`src/rtl/sync_frame_pkg.sv`:
```
// Shared definitions for the sync-frame transmit path and its detector.
// Holds the FSM state type, the sync word and a small sizing helper.
package sync_frame_pkg;

    typedef enum logic [1:0] {
        IDLE,
        SYNC,
        PAYLOAD,
        GAP
    } state_t;

    // Sync word and length; the detector side imports the same values.
    localparam logic [7:0] SYNC_PATTERN = 8'b00110111;
    localparam int         SYNC_LEN     = 8;

    function automatic int max3(input int a, input int b, input int c);
        int m;
        m = a;
        if (b > m) m = b;
        if (c > m) m = c;
        return m;
    endfunction

endpackage

```
`src/rtl/sync_frame_tx_piso.sv`:
```
// Parallel-load, MSB-first shift register for the payload path.
// Ports: clk, reset, load (capture din), shift (left by one), din, msb.
module piso_shift
#(
    parameter int W = 8
)(
    input  logic         clk,
    input  logic         reset,
    input  logic         load,
    input  logic         shift,
    input  logic [W-1:0] din,
    output logic         msb
);

    logic [W-1:0] sr;

    always_ff @(posedge clk) begin
        if (reset) begin
            sr <= '0;
        end else if (load) begin
            sr <= din;
        end else if (shift) begin
            sr <= sr << 1;
        end
    end

    assign msb = sr[W-1];

endmodule

```
`src/rtl/sync_frame_tx.sv`:
```
// Serial frame transmitter: sync word, payload word, idle-high gap.
// Ports: clk, reset, start/din/ready handshake, data line, busy, sync_end, done.
module sync_frame_tx
    import sync_frame_pkg::*;
#(
    parameter int                 PAT_LEN = SYNC_LEN,
    parameter logic [PAT_LEN-1:0] PATTERN = PAT_LEN'(SYNC_PATTERN),
    parameter int                 DATA_W  = 8,
    parameter int                 GAP_LEN = 2
)(
    input  logic              clk,
    input  logic              reset,
    input  logic              start,
    input  logic [DATA_W-1:0] din,
    output logic              ready,
    output logic              data,
    output logic              busy,
    output logic              sync_end,
    output logic              done
);

    localparam int CW = $clog2(max3(PAT_LEN, DATA_W, GAP_LEN)) + 1;

    localparam logic [CW-1:0] PAT_TOP = CW'(PAT_LEN - 1);
    localparam logic [CW-1:0] DAT_TOP = CW'(DATA_W - 1);
    localparam logic [CW-1:0] GAP_TOP = CW'(GAP_LEN - 1);
    localparam logic [CW-1:0] ONE     = CW'(1);

    state_t             state, state_n;
    logic [CW-1:0]      cnt, cnt_n;
    logic               data_n, busy_n;
    logic               sync_end_n, done_n;
    logic               load, shift;
    logic               msb;
    logic               accept;
    logic               last_gap;
    logic [PAT_LEN-1:0] pat_sh;

    assign last_gap = (state == GAP) && (cnt == '0);
    assign ready    = ~reset && ((state == IDLE) || last_gap);
    assign accept   = start && ready;

    piso_shift #(
        .W (DATA_W)
    ) u_piso (
        .clk   (clk),
        .reset (reset),
        .load  (load),
        .shift (shift),
        .din   (din),
        .msb   (msb)
    );

    always_comb begin
        state_n = state;
        cnt_n   = cnt;
        load    = 1'b0;
        unique case (state)
            IDLE: begin
                if (accept) begin
                    state_n = SYNC;
                    cnt_n   = PAT_TOP;
                    load    = 1'b1;
                end
            end
            SYNC: begin
                if (cnt == '0) begin
                    state_n = PAYLOAD;
                    cnt_n   = DAT_TOP;
                end else begin
                    cnt_n = cnt - ONE;
                end
            end
            PAYLOAD: begin
                if (cnt == '0) begin
                    state_n = GAP;
                    cnt_n   = GAP_TOP;
                end else begin
                    cnt_n = cnt - ONE;
                end
            end
            GAP: begin
                if (cnt != '0) begin
                    cnt_n = cnt - ONE;
                end else if (accept) begin
                    // back-to-back frame, no idle bit in between
                    state_n = SYNC;
                    cnt_n   = PAT_TOP;
                    load    = 1'b1;
                end else begin
                    state_n = IDLE;
                    cnt_n   = '0;
                end
            end
            default: begin
                state_n = IDLE;
                cnt_n   = '0;
            end
        endcase

        // Outputs are registered, so they are derived from the state
        // being entered. The shift register advances as each payload
        // bit is moved onto the line.
        shift  = (state_n == PAYLOAD);
        pat_sh = PATTERN >> cnt_n;

        data_n = 1'b1;
        if (state_n == SYNC) begin
            data_n = pat_sh[0];
        end else if (state_n == PAYLOAD) begin
            data_n = msb;
        end

        busy_n     = (state_n != IDLE);
        sync_end_n = (state_n == SYNC) && (cnt_n == '0);
        done_n     = (state_n == GAP) && (cnt_n == '0);
    end

    always_ff @(posedge clk) begin
        if (reset) begin
            state    <= IDLE;
            cnt      <= '0;
            data     <= 1'b1;
            busy     <= 1'b0;
            sync_end <= 1'b0;
            done     <= 1'b0;
        end else begin
            state    <= state_n;
            cnt      <= cnt_n;
            data     <= data_n;
            busy     <= busy_n;
            sync_end <= sync_end_n;
            done     <= done_n;
        end
    end

endmodule

```
`config.mk`:
```
export PLATFORM = sky130hd
export DESIGN_NAME = sync_frame_tx
export DESIGN_NICKNAME = d
export VERILOG_FILES = /design/src/rtl/sync_frame_pkg.sv /design/src/rtl/sync_frame_tx_piso.sv /design/src/rtl/sync_frame_tx.sv
export SDC_FILE = /design/constraint.sdc
export NUM_CORES = 1
export LEC_CHECK = 0
export CAP_MARGIN = 0
export CORE_AREA = 2 2 55 57
export CTS_CLUSTER_DIAMETER = 100
export DETAILED_ROUTE_END_ITERATION = 16
export DIE_AREA = 0 0 57 59
export GPL_TIMING_DRIVEN = 0
export PLACE_DENSITY = 0.63
export SLEW_MARGIN = 5
export SYNTH_ARGS = -nofsm -noshare
export SYNTH_HDL_FRONTEND = slang
export SYNTH_SLANG_ARGS = --single-unit
```
`constraint.sdc`:
```
create_clock -name clk -period 3.8 [get_ports clk]
set_input_delay 0.76 -clock clk [delete_from_list [all_inputs] [get_ports clk]]
set_output_delay 0.76 -clock clk [all_outputs]
set_load 0.01 [all_outputs]
```
# After elaboration in Yosys (flattened, before gate mapping)
# Cells that the tools add are included.
# totals
register_bits	18
output_inout_bits	5
wordCells	47
# classes
add_sub_neg	1
eq_ne	6
n_shift	1
muxes	19
n_bitwise	1
n_reduce_logical	12
# op_table
operator	n
4-bit two-way mux	4
8-bit two-way mux	2
4-bit case mux with 4 select lines	1
2-bit equality test (second input constant)	4
4-bit zero test	2
2-bit two-way mux	4
2-bit case mux with 4 select lines	1
6-bit by 4-bit right shift with 1-bit output (first input constant)	1
1-bit logical AND	5
1-bit two-way mux	5
2-bit by 1-bit equality test with 1-bit output (second input constant)	2
2-bit nonzero test	2
4-bit nonzero test	1
4-bit by 1-bit subtractor with 4-bit output (second input constant)	1
3-bit two-way mux	1
2-bit zero test	1
1-bit case mux with 2 select lines	1
1-bit logical OR	1
1-bit inverter	1

# Longest topological paths before layout
# Gate-level depths: netlist (run 1).
# logic_depth
ltp_word	11
depth_mapped	9
depth_no_buf	8

# By module
# From an unflattened synthesis (run 1), not the netlist that was laid out.
# hier_totals
cells_unflattened	120
hier_area_um2	1102.3
# modules_own_cells
mod	instances	cells_per_inst	area_each_um2
sync_frame_tx	1	85	733.2
piso_shift	1	35	369.1

# Least setup slack after synthesis (run 1)
# No wires, ideal clock.
# synth_path
path_type	in2reg
start	in reset
end	reg done
setup_time_ns	0.066
arrival_time_ns	2.235
t_required_ns	3.734
path_slack_ns	1.499
path_stages	7
path_buffers	1
path_cell_list	buf_2 -> nor2b_1 -> o21ai_2 -> o21ai_1 -> nand2_1 -> or4_1 -> nor2_1
# synth_between
elab_chain_len	8
# synth_rtl
element	line_no	source
start: declaration	sync_frame_tx.sv:12	input logic reset,
1-bit inverter	sync_frame_tx.sv:40	assign ready = ~reset && ((state == IDLE) || last_gap);
1-bit logical AND	sync_frame_tx.sv:40	
1-bit logical AND	sync_frame_tx.sv:41	assign accept = start && ready;
1-bit two-way mux or 3-bit two-way mux (tied branches)	sync_frame_tx.sv:85	end else if (accept) begin
2-bit two-way mux or 4-bit two-way mux (tied branches)	sync_frame_tx.sv:83	if (cnt != '0) begin
2-bit case mux with 4 select lines or 4-bit case mux with 4 select lines (tied branches)	sync_frame_tx.sv:58	unique case (state)
2-bit equality test or 4-bit zero test (tied branches)	sync_frame_tx.sv:116	done_n = (state_n == GAP) && (cnt_n == '0);
1-bit logical AND	sync_frame_tx.sv:116	
end signal: assignment	sync_frame_tx.sv:133	done <= done_n;
end: declaration	sync_frame_tx.sv:19	output logic done
# Parallel ways exist; a longest one is shown, timed or not.
# A chain may end at the register's enable or synchronous reset.

# Final worst setup path (run 1)
# layout_path
start	reg cnt[0]
end	out ready
# layout_between
elab_chain_len	4
# layout_rtl
element	line_no	source
start: declaration	sync_frame_tx.sv:30	logic [CW-1:0] cnt, cnt_n;
start signal: assignment	sync_frame_tx.sv:129	cnt <= cnt_n;
4-bit zero test	sync_frame_tx.sv:39	assign last_gap = (state == GAP) && (cnt == '0);
1-bit logical AND	sync_frame_tx.sv:39	
1-bit logical OR	sync_frame_tx.sv:40	
1-bit logical AND	sync_frame_tx.sv:40	
end: declaration	sync_frame_tx.sv:15	output logic ready,
# No other way between the ends.

==> results of run 1 <==
per-stage QoR:
step | std cells | cell area [um2] | utilization (%) | setup WS [ns] | total power, mW
2_1_floorplan | 120 | 1050 | - | 1.50 | 0.613
3_3_place_gp | 165 | 1230 | 45.4 | 1.01 | 0.713
3_5_place_dp | 165 | 1230 | 45.4 | 0.980 | 0.721
4_1_cts | 169 | 1270 | 46.8 | 0.946 | 0.843
5_1_grt | 169 | 1270 | 46.8 | 0.825 | 0.910
6_report | 169 | 1270 | 46.8 | 0.974 | 0.832
synth_stat cells, types with 2 or more instances:
cell	number
sky130_fd_sc_hd__o21a_1	2
sky130_fd_sc_hd__o21ai_1	2
sky130_fd_sc_hd__a21o_1	2
sky130_fd_sc_hd__buf_2	2
sky130_fd_sc_hd__nand2b_1	3
sky130_fd_sc_hd__a211oi_1	7
sky130_fd_sc_hd__inv_1	6
sky130_fd_sc_hd__nand2_1	5
sky130_fd_sc_hd__ha_1	7
sky130_fd_sc_hd__a21oi_1	5
sky130_fd_sc_hd__nor2b_1	3
sky130_fd_sc_hd__nor3_1	4
sky130_fd_sc_hd__dfxtp_1	18
sky130_fd_sc_hd__o21ai_0	4
sky130_fd_sc_hd__a32oi_1	2
sky130_fd_sc_hd__nor2_1	23
sky130_fd_sc_hd__mux2i_1	7
tightest hold or removal path, delay by kind of cell (launching register included):
family          cells  cell delay [ns]
flops               1             0.33
compound gates      1             0.05
simple gates        1             0.08
path summary, 6_finish.rpt:
check        slack [ns]          from      endpoint
min reg2reg        0.50  u_piso.sr[0]  u_piso.sr[0]
min                0.50  u_piso.sr[0]  u_piso.sr[0]
max                0.97        cnt[0]         ready
max reg2reg        1.38      state[0]          done
metal layers:
metal / vias to the layer above / wire length, um / track usage, %
met3: 2 / 60 / 2.84
met1: 418 / 917 / 16.3
met5: - / 0 / 0
met2: 11 / 1100 / 26.4
met4: 0 / 10 / 4.98
li1: 463 / - / -
power by group through the flow:
stage                     Clock, mW  Sequential [mW]  Combinational [mW]
after global routing          0.131            0.279               0.500
after global placement            0            0.276               0.438
after CTS                     0.123            0.273               0.447
final                         0.117            0.273               0.443
after floorplan                   0            0.274               0.339
after detailed placement          0            0.277               0.444
flip-flops by register name, indices dropped and copies added, names as in the netlist:
register and cells:
busy 1, cnt 4, data 1, done 1, state 2, sync_end 1
u_piso.sr 8
cell usage in the layout, fill, tap and decap left out, types with 2 or more instances in the layout:
cell type | netlist | final
sky130_fd_sc_hd__a32oi_1 | 2 | 2
sky130_fd_sc_hd__o21a_1 | 2 | 2
sky130_fd_sc_hd__a21o_1 | 2 | 2
sky130_fd_sc_hd__a211oi_1 | 7 | 7
sky130_fd_sc_hd__dfxtp_1 | 18 | 18
sky130_fd_sc_hd__buf_2 | 2 | 2
sky130_fd_sc_hd__nand2b_1 | 3 | 3
sky130_fd_sc_hd__nand2_1 | 5 | 5
sky130_fd_sc_hd__o21ai_0 | 4 | 4
sky130_fd_sc_hd__o21ai_1 | 2 | 2
sky130_fd_sc_hd__ha_1 | 7 | 7
sky130_fd_sc_hd__nor3_1 | 4 | 4
sky130_fd_sc_hd__clkdlybuf4s50_1 | 0 | 14
sky130_fd_sc_hd__nor2_1 | 23 | 23
sky130_fd_sc_hd__a21oi_1 | 5 | 5
sky130_fd_sc_hd__clkbuf_4 | 0 | 3
sky130_fd_sc_hd__nor2b_1 | 3 | 3
sky130_fd_sc_hd__inv_1 | 6 | 6
sky130_fd_sc_hd__mux2i_1 | 7 | 7
layout make-up:
class	count	area (um2)
tap	31	38.8
sequential	18	360
fill	271	1440
inverter	6	22.5
clock buffer	4	36.3
multi-input combinational	92	652
timing repair buffer	14	140
buffer	4	17.5
logic make-up after synthesis:
group / share of synthesized area (%)
AND/OR/NAND/NOR: 22.9
AO/OA/AOI/OAI: 22.9
flip-flops: 34.2
buffers and inverters: 3.80
multiplexers: 7.73
adder cells (fa/ha/maj): 8.32
==> results.md, run 1 <==
Floorplanning:
- The initial utilization of the core area, before any placement, comes to 38.8%.
- The row count is 19.
- The die is 57 um wide.
- In this run the count of I/O pins placed on the die edge is 16.
- The die covers 3360 um2.
- The overall die height is 59 um.
- The floorplan step defined a core boundary enclosing 2710 um2.

Worst setup path:
- At the worst endpoint, the arrival time is 2.07 ns.
- The type of element launching the critical path is a flip-flop.
- The number of buffers and inverters on the critical path is 2.
- The cell type of the slowest stage on the worst timing path is sky130_fd_sc_hd__clkdlybuf4s50_1.
- The worst setup path is of the flip-flop to output pin kind.
- Traced cell by cell, the critical path runs through inv_1 -> ha_1 -> nor4bb_4 -> nor2_1 -> nor2_1 -> clkdlybuf4s50_1.
- Along the worst path, the maximum fanout reaches 5.
- For the worst setup path, the data required time is 3.04 ns.
- The critical path's top delay family is buffers and inverters.
- The number of cells traversed by the worst register-to-register path is 8.
- Among the stages of the critical path, the cell type that occurs most often is sky130_fd_sc_hd__nor2_1.
- The total stage count of the critical path is 6.
- The worst setup path is captured at an output pin.
- In this design, the stage delay of the slowest critical-path cell is 0.56 ns.

Synth:
- Of all flip-flops after synthesis, the portion carrying an async set or reset was 0%.
- Synthesis produced 120 cells.
- Sequential elements use 34.2% of the synthesized area.
- The synthesized design spends more area on one cell type than any other, namely sky130_fd_sc_hd__dfxtp_1.
- After synthesis the netlist holds a flip-flop and latch count of 18.
- The number of synthesized flops with an enable pin is 0.
- The number of nets produced by synthesis is 138.
- The Yosys step of the flow raised 0 warnings.
- The average cell area after synthesis is 8.77 um2.
- For this run, the leading register cell type out of synthesis is sky130_fd_sc_hd__dfxtp_1.
- In this run the cell area of the synthesized design comes to 1050 um2.
- The distinct cell type count after synthesis is 35.
- Sorting the synthesized cells by area gives the leading types as sky130_fd_sc_hd__dfxtp_1 34%, sky130_fd_sc_hd__ha_1 8.3%, sky130_fd_sc_hd__nor2_1 8.2%.
- The area fraction of the dominant cell type after synthesis is 34.2%.

Worst hold path:
- The tightest min-delay check is of the flip-flop to flip-flop type.
- The worst hold path passes through 2 cells.

Run status:
- The run finished with clean final reports.

Cells and area:
- The final layout contains 157 nets.
- Relative to the synthesized area, the layout overhead comes to 20.5%.
- The share of final-layout standard cells stronger than drive strength 1 is 10.9%.
- The repair_antennas step left the layout with diodes totalling 0.

Clock network:
- The clock-pin transition on the worst setup and hold timing paths is 0.11 ns.
- The count of clock tree sinks is 18.
- In this run the deepest clock path goes through 2 buffers.
- The later pin in the worst-skew pair is clocked with a latency of 0.29 ns.
- The TritonCTS clock tree is built.
- The cts-stage hold buffer count is 0.
- CTS built an H-tree with a depth of 1.
- Buffers added to address setup during post-CTS repair amount to 0.
- Post-CTS repair changed the size of 0 cells.
- The number of clock buffers added by TritonCTS is 3.
- The root buffer cell is sky130_fd_sc_hd__clkbuf_4.

Detailed routing:
- The post-detailed-route DRC marker count is 0.
- The average routed wire per standard cell is 12.3 um.
- The length of the first detailed-routing pass in iterations is 3.
- The routed design has 2.08 mm of wire.
- The antenna violation net count after detailed routing is 0.
- For this block, the initial DRC count from the detailed router was 11.
- The total vias in the final route is 894.
- The post-detailed-route via-to-cell ratio is 5.29.

Timing:
- The timing-limited maximum frequency is 0.354 GHz.
- Setup repair after global routing left no endpoint under its margin.
- Setup violations remaining at the end of the flow were counted as 0.
- The final critical-path share of the clock period is 74.4%.
- Summed over all failing endpoints, the final setup total negative slack is 0 ns.
- The number of pins with negative max-slew slack in the final report was 0.
- Across all hold checks on the routed design, the worst slack comes to 0.498 ns.
- The hold violation count in the final report is 0.
- The actual transition at the worst max-transition pin is 0.471 ns.
- The clock period could shrink to 2.83 ns.
- The worst pin sits at a relative slew slack of 68.6%.
- The clock arrives with 0.0101 ns of skew.

Power and ir drop:
- For this design the static power due to leakage is 0.476 nW.
- The switching power share of the total is 40.1%.
- The power density relative to cell area is 657 nW/um2.
- Summed over all nets, the switching power comes to 0.334 mW.
- Registers are responsible for 32.7% of the overall power.
- The portion of total power attributed to the clock network is 14.1%.
- The internal power consumption is 0.498 mW.
- The maximum vdd ir drop is 0.345 mV.
- The part of the power in combinational logic is 53.2%.

GRT:
- The first global-routing pass estimated 3.77 mm of wire.
- The largest net degree at the start of global routing is 11.
- The overall track demand over capacity in global routing is 14.3%.
- The residual overflow from global routing is 0.
- The number of antenna violations at the first check in global routing is 0.
- The number of global-route vias before repair came to 888.

Placed design:
- The final weighted congestion in routability-driven placement is 0.837.
- The count of buffers added on input and output ports is 14.
- The post-detailed-placement half-perimeter wirelength is 1.63 mm.

Flow run:
- Max-cap violations in this run came to 0.
No activity file was read; power rests on OpenSTA's default activity.
==> inputs of run 2 (changes only) <==
--- a/config.mk
+++ b/config.mk
@@ -11,7 +11,7 @@
 export DETAILED_ROUTE_END_ITERATION = 16
 export DIE_AREA = 0 0 57 59
 export GPL_TIMING_DRIVEN = 0
-export PLACE_DENSITY = 0.63
+export PLACE_DENSITY = 0.65
 export SLEW_MARGIN = 5
 export SYNTH_ARGS = -nofsm -noshare
 export SYNTH_HDL_FRONTEND = slang
==> constraint.sdc (replaced) <==
create_clock -name clk -period 2.3 [get_ports clk]
set_input_delay 0.46 -clock clk [delete_from_list [all_inputs] [get_ports clk]]
set_output_delay 0.46 -clock clk [all_outputs]
set_load 0.01 [all_outputs]
==> run 2 against run 1 <==
Compared with the run above: power up 97%; clock skew shrank 0.0055 ns; sequential share of layout area decreased by 2.9 points; critical endpoint is now done.
==> results.md, run 2 (synthesis results as in run 1) <==
Worst setup path:
- The type of the worst setup path is flip-flop to flip-flop.
- In this run the critical register-to-register path is launched from state[0].
- Of all nets on the critical path, the largest fanout is 4.
- The category of the worst setup path capture point is a flip-flop.
- The worst setup path startpoint is state[0].
- The type of element launching the critical path is a flip-flop.
- STA puts the critical path data required time at 2.54 ns.
- The arrival time at the worst endpoint is 2.47 ns.

Detailed routing:
- The violation count after the first detailed-route iteration is 8.
- For this run, design rule violations remaining after detail routing come to 0.
- Dividing the detail-routed wire length by the instance count gives 14.2 um.
- Once detail routing completed, the nets flagged for antenna violations numbered 0.
- The length of the first detailed-routing pass in iterations is 4.
- The total vias in the final route is 971.
- After detailed routing, the total wire length is 2.52 mm.
- In the routed layout, each cell is associated on average with a via count of 5.49.

Timing:
- The final count of negative-setup-slack endpoints is 0.
- Setup slack on the critical path of the routed design comes to 0.0699 ns.
- The timing-limited maximum frequency is 0.448 GHz.
- The relative slew slack is 67.5%.
- Subtracting the final worst setup slack from the clock period gives 2.23 ns.
- The number of pins with negative max-slew slack in the final report is 0.
- The hold violation count in the final report is 0.
- Adding up every negative setup slack in the final design gives 0 ns.
- The final critical path takes up 97.0% of the cycle.
- At the pin with the least slew margin, the transition time is 0.487 ns.
- On the final layout, the worst clock skew is 0.00456 ns.

Floorplanning:
- The full die area is 3360 um2.
- The region available for standard cell placement spans 2710 um2.
- The floorplan has 19 rows.
- The number of top-level pins is 16.
- The effective utilization at floorplan is 38.8%.
- The horizontal die dimension is 57 um.
- In this run the vertical extent of the chip is 59 um.

Worst hold path:
- The tightest min-delay check is of the primary input to flip-flop type.
- The beginning of the worst hold path is reset.

Power and ir drop:
- For this design the static power due to leakage is 0.545 nW.
- The maximum vdd ir drop is 0.688 mV.
- The power density relative to cell area is 1130 nW/um2.

Cells and area:
- The share of final-layout standard cells stronger than drive strength 1 is 28.1%.
- The library cell used most frequently in the layout, excluding fill and tap cells, is sky130_fd_sc_hd__nor2_1.
- Once layout is done, the placed cells without fillers occupy 1440 um2.
- The net total in the final layout is 165.
- The growth of design area from synthesis to finish is 37.2%.
- The register with the most flip-flops in the final layout is u_piso.sr.
- The repair_antennas step left the layout with diodes totalling 0.
- Cells fill 53.3% of the core in the end.
- Fill cells in the final layout number 250.
- The largest registers in the layout are u_piso.sr (8), cnt (4), state (2).
- The flip-flop count of the largest register after layout is 8.
- In the layout the commonest cells are 23 x sky130_fd_sc_hd__nor2_1, 15 x sky130_fd_sc_hd__dfxtp_1, 13 x sky130_fd_sc_hd__clkdlybuf4s50_1.

GRT:
- For met2 alone, demand over resource in global routing was 29.2%.
- Global routing used 3.49% of the available met3 tracks.
- The met1 track utilization from global routing is 17.5%.
- In the global route stage, overall resource usage came out at 15.9%.
- The global routing stage identified its most utilized layer as met2.
- The number of global-route vias before repair is 984.
- The largest net degree at the start of global routing is 11.
- The residual overflow from global routing is 0.
- The first-pass GRT wire length is 4.18 mm.
- The number of antenna violations at the first check in global routing came to 0.

Clock network:
- The clock-pin transition on the worst setup and hold timing paths is 0.10 ns.
- Counting every sink on the clock net gives 18.
- CTS built an H-tree with a depth of 1.
- Clock tree synthesis selected as its root buffer the cell sky130_fd_sc_hd__clkbuf_4.
- TritonCTS built the clock tree.
- The longest clock path from root to sink contains 2 buffers.
- The clock reaches the later pin of the worst-skew pair after 0.30 ns.
- Buffers inserted during clock tree synthesis total 3.

Placed design:
- Input and output buffers added on the ports amount to 14.
- The placed instances occupy a cell area of 1230 um2.
- The congestion estimate from routability-driven global placement came to 0.888.
- The post-detailed-placement half-perimeter wirelength is 1.71 mm.
- The worst slack at placement is -0.209 ns.

Flow run:
- Across the run, the number of max-cap violations was 0.

Run status:
- The flow ran to the end, and the final reports show no timing, DRC or antenna violations.
[run 2: final timing paths]
path	end	cells after the start	slack [ns]
worst max register to register	done	8	0.07
worst min register to register	u_piso.sr[0]	2	0.49
worst min-delay path	u_piso.sr[2]	2	0.47
worst max-delay path	done	8	0.07
[run 2: power breakdown]
group          switching (mW)  leakage [nW]  internal, mW
sequential             0.0656         0.149         0.398
clock                   0.101        0.0210        0.0967
combinational           0.508         0.375         0.470
total                   0.674         0.545         0.965
[run 2: critical path: stages (launching register included)]
cell and delay (ns):
sky130_fd_sc_hd__dfxtp_2 0.38, sky130_fd_sc_hd__inv_1 0.08, sky130_fd_sc_hd__ha_1 0.28, sky130_fd_sc_hd__nor3_4 0.26
sky130_fd_sc_hd__nor2_1 0.11, sky130_fd_sc_hd__a32oi_2 0.27, sky130_fd_sc_hd__o2111ai_2 0.18, sky130_fd_sc_hd__or4_4 0.51
sky130_fd_sc_hd__nor2_1 0.10
[run 2: area by class of cell]
cell class | instances | area, um2 | share of cell area, %
buffer | 4 | 20.0 | 1.39
clock buffer | 4 | 36.3 | 2.51
inverter | 6 | 25.0 | 1.73
multi-input combinational | 92 | 743 | 51.5
sequential | 18 | 369 | 25.6
tap | 31 | 38.8 | 2.69
timing repair buffer | 22 | 211 | 14.6
[run 2: metrics by stage]
stage | instances | hold WS, ns | power (mW)
after floorplan | 120 | 0.459 | 1.01
after global placement | 165 | 0.473 | 1.18
after detailed placement | 165 | 0.483 | 1.20
after CTS | 171 | 0.473 | 1.43
after global routing | 177 | 0.462 | 1.77
final | 177 | 0.465 | 1.64
[run 2: what timing repair did]
action | 4_1_cts | 5_1_grt
gates resized for setup | 10 | 19
buffers inserted | 2 | 6
pin swaps | 1 | 7
hold buffers | 0 | 0
endpoints found under the setup margin | 10 | 11
[run 2: layer usage]
metal / routed length (um) / vias up / part of all wire (%)
met5: 0 / - / 0
met4: 38 / 0 / 1.5
met3: 112 / 4 / 4.4
met2: 1370 / 23 / 55
met1: 993 / 466 / 39
li1: - / 478 / -
==> inputs of run 3 (changes only) <==
--- a/config.mk
+++ b/config.mk
@@ -10,7 +10,6 @@
 export CTS_CLUSTER_DIAMETER = 100
 export DETAILED_ROUTE_END_ITERATION = 16
 export DIE_AREA = 0 0 57 59
-export GPL_TIMING_DRIVEN = 0
 export PLACE_DENSITY = 0.65
 export SLEW_MARGIN = 5
 export SYNTH_ARGS = -nofsm -noshare
==> run 3 against run 2 <==
Compared with the run above: wire length is 9.8% higher; largest cell class unchanged; power is 10% higher; design area is 8.5% higher; count of clock-buffer cells in the layout stayed put; first-iteration DRC count grew to 4.0 times the previous value; via count is 7.6% higher; clock power is 6% higher; critical path depth is 1 higher.
==> results.md, run 3 (synthesis results as in run 1) <==
Timing:
- Headroom to the max-slew limit came out at 64.1%.
- The timing-limited maximum frequency is 0.441 GHz.
- The number of pins with negative max-slew slack in the final report came to 0.
- The shortest clock period the worst path allows after layout is 2.27 ns.
- The hold violation count in the final report was 0.
- The final critical-path share of the clock period is 98.7%.
- Hold is met by 0.534 ns.
- The final count of negative-setup-slack endpoints is 0.
- The actual transition at the worst max-transition pin is 0.539 ns.
- The clock arrives with 0.0189 ns of skew.

GRT:
- The largest net degree at the start of global routing is 19.
- For this run, the total global-route usage over all layers was measured as 16.2%.
- The first-pass GRT wire length is 4.25 mm.
- The number of global-route vias before repair is 1014.
- The number of antenna violations at the first check in global routing was 0.
- The residual overflow from global routing is 0.

Clock network:
- The clock-pin transition on the worst setup and hold timing paths is 0.12 ns.
- In this run the deepest clock path goes through 2 buffers.
- The cts-stage hold buffer count is 0.
- The root buffer cell chosen for the clock tree is sky130_fd_sc_hd__clkbuf_4.
- The clock buffer count from CTS is 3.
- The TritonCTS clock tree is built.
- CTS built an H-tree with a depth of 1.
- For the worst-skew pair, the clock arrives at the later sink with an insertion delay of 0.31 ns.
- The clock drives 18 sinks.

Cells and area:
- The area taken by multi-input logic gates is 787 um2.
- The share of final-layout standard cells stronger than drive strength 1 is 34.8%.
- The growth of design area from synthesis to finish is 48.9%.
- The largest registers in the layout are u_piso.sr (8), cnt (4), state (2).
- The flip-flop count of the largest register after layout is 8.
- The library cells used most frequently in the layout, excluding fill and tap cells, are 22 x sky130_fd_sc_hd__nor2_1, 19 x sky130_fd_sc_hd__buf_4, 14 x sky130_fd_sc_hd__dfxtp_1, 14 x sky130_fd_sc_hd__clkdlybuf4s50_1.
- The repair_antennas step left the layout with diodes totalling 0.
- The layout has 252 filler cells.
- The flip-flop and latch area is 370 um2.
- After the last flow step, the layout net total stands at 174.
- Once layout is complete, the cells apart from fillers number 186.
- The register ranked first by flip-flop count is u_piso.sr.
- The library cell used most frequently in the layout, excluding fill and tap cells, is sky130_fd_sc_hd__nor2_1.

Detailed routing:
- The detailed router finished its first iteration with 32 violations.
- The antenna violation net count after detailed routing is 0.
- In the final routed layout, each cell accounts on average for 14.9 um.
- Dividing the detail-routed via count by the number of cells gives 5.62.
- In the routed design, unresolved DRC markers number 0.
- The total wirelength of the detailed-routed design is 2.76 mm.
- The length of the first detailed-routing pass in iterations is 4.
- The routed layout has 1045 vias.

Worst setup path:
- Traced cell by cell, the critical path runs through inv_1 -> ha_2 -> nor3_2 -> buf_4 -> a21oi_1 -> o32ai_4 -> o2111ai_2 -> or4_4 -> nor2_1.
- The type of the worst setup path is flip-flop to flip-flop.
- STA classifies the critical path startpoint as a flip-flop.
- STA puts the critical path data required time at 2.54 ns.
- The arrival time at the worst endpoint is 2.51 ns.
- The cell type of the slowest stage on the worst timing path is sky130_fd_sc_hd__or4_4.
- The number of buffer and inverter instances along the worst setup path is 2.
- The critical path's top delay family is simple AND/OR/NAND/NOR gates.
- The worst setup path is captured at a flip-flop.
- The maximum cell stage delay along the critical path is 0.54 ns.
- Of all nets on the critical path, the largest fanout is 4.

Floorplanning:
- The number of top-level pins is 16.
- The die is 59 um tall.
- The effective utilization at floorplan is 38.8%.
- The die is 57 um wide.
- The row count is 19.
- The area of the core region is 2710 um2.
- The full die area is 3360 um2.

Worst hold path:
- The min-delay analysis places its worst path in the category flip-flop to flip-flop.

Power and ir drop:
- The analysis attributes to cell leakage a power of 0.587 nW.
- In this run the power density over the cells is 1150 nW/um2.
- The maximum vdd ir drop is 0.688 mV.

Placed design:
- Once detailed placement completed, the half-perimeter wirelength came to 1.78 mm.
- The number of placed instances, taps included is 175.
- The quantity of I/O buffers inserted on ports is 15.
- The congestion estimate from routability-driven global placement came to 0.909.

Flow run:
- Max-cap violations in this run came to 0.

Run status:
- The run finished with clean final reports.
run 3: area by class of cell:
class,instances,area share [%]
inverter,6,1.44
multi-input combinational,92,50.2
timing repair buffer,35,19.9
clock buffer,4,2.32
sequential,18,23.6
tap,31,2.48
run 3: report_power, final:
group / internal (mW) / switching (mW)
clock: 0.0966 / 0.111
sequential: 0.399 / 0.0629
combinational: 0.562 / 0.572
total: 1.06 / 0.746
run 3: worst paths after layout:
| path | slack [ns] | to | startpoint | cells past startpoint |
|---|---|---|---|---|
| min reg2reg | 0.53 | u_piso.sr[0] | u_piso.sr[0] | 2 |
| max reg2reg | 0.03 | sync_end | state[0] | 9 |
| max | 0.03 | sync_end | state[0] | 9 |
| min | 0.53 | u_piso.sr[0] | u_piso.sr[0] | 2 |
run 3: metrics by stage:
stage / TNS (ns) / util, % / instance area (um2) / setup WS, ns / power (mW)
2_1_floorplan: 0 / - / 1050 / 0.162 / 1.01
3_3_place_gp: -0.151 / 49.2 / 1330 / -0.0767 / 1.31
3_5_place_dp: -0.352 / 49.2 / 1330 / -0.145 / 1.33
4_1_cts: 0 / 51.8 / 1400 / 0.0236 / 1.55
5_1_grt: -0.115 / 57.8 / 1570 / -0.0512 / 1.92
6_report: 0 / 57.8 / 1570 / 0.0306 / 1.80
run 3: repair_timing:
| item | 4_1_cts | 5_1_grt |
|---|---|---|
| resized for setup | 9 | 25 |
| buffers inserted | 2 | 6 |
| setup endpoints to repair | 3 | 9 |
| pin swaps | 4 | 5 |
run 3: worst reg2reg max path, stage by stage (launching register included):
cell and delay, ns:
sky130_fd_sc_hd__dfxtp_4 0.40, sky130_fd_sc_hd__inv_1 0.12, sky130_fd_sc_hd__ha_2 0.25, sky130_fd_sc_hd__nor3_2 0.23, sky130_fd_sc_hd__buf_4 0.17, sky130_fd_sc_hd__a21oi_1 0.07, sky130_fd_sc_hd__o32ai_4 0.16, sky130_fd_sc_hd__o2111ai_2 0.17
sky130_fd_sc_hd__or4_4 0.55, sky130_fd_sc_hd__nor2_1 0.09
run 3: layer usage:
metal  wire length, um  vias up  global-route usage [%]
met5                 0        -                       0
met3               146       12                    2.40
met2              1430       41                    30.9
met4                67        0                    7.64
met1              1120      495                    17.6
li1                  -      497                       -
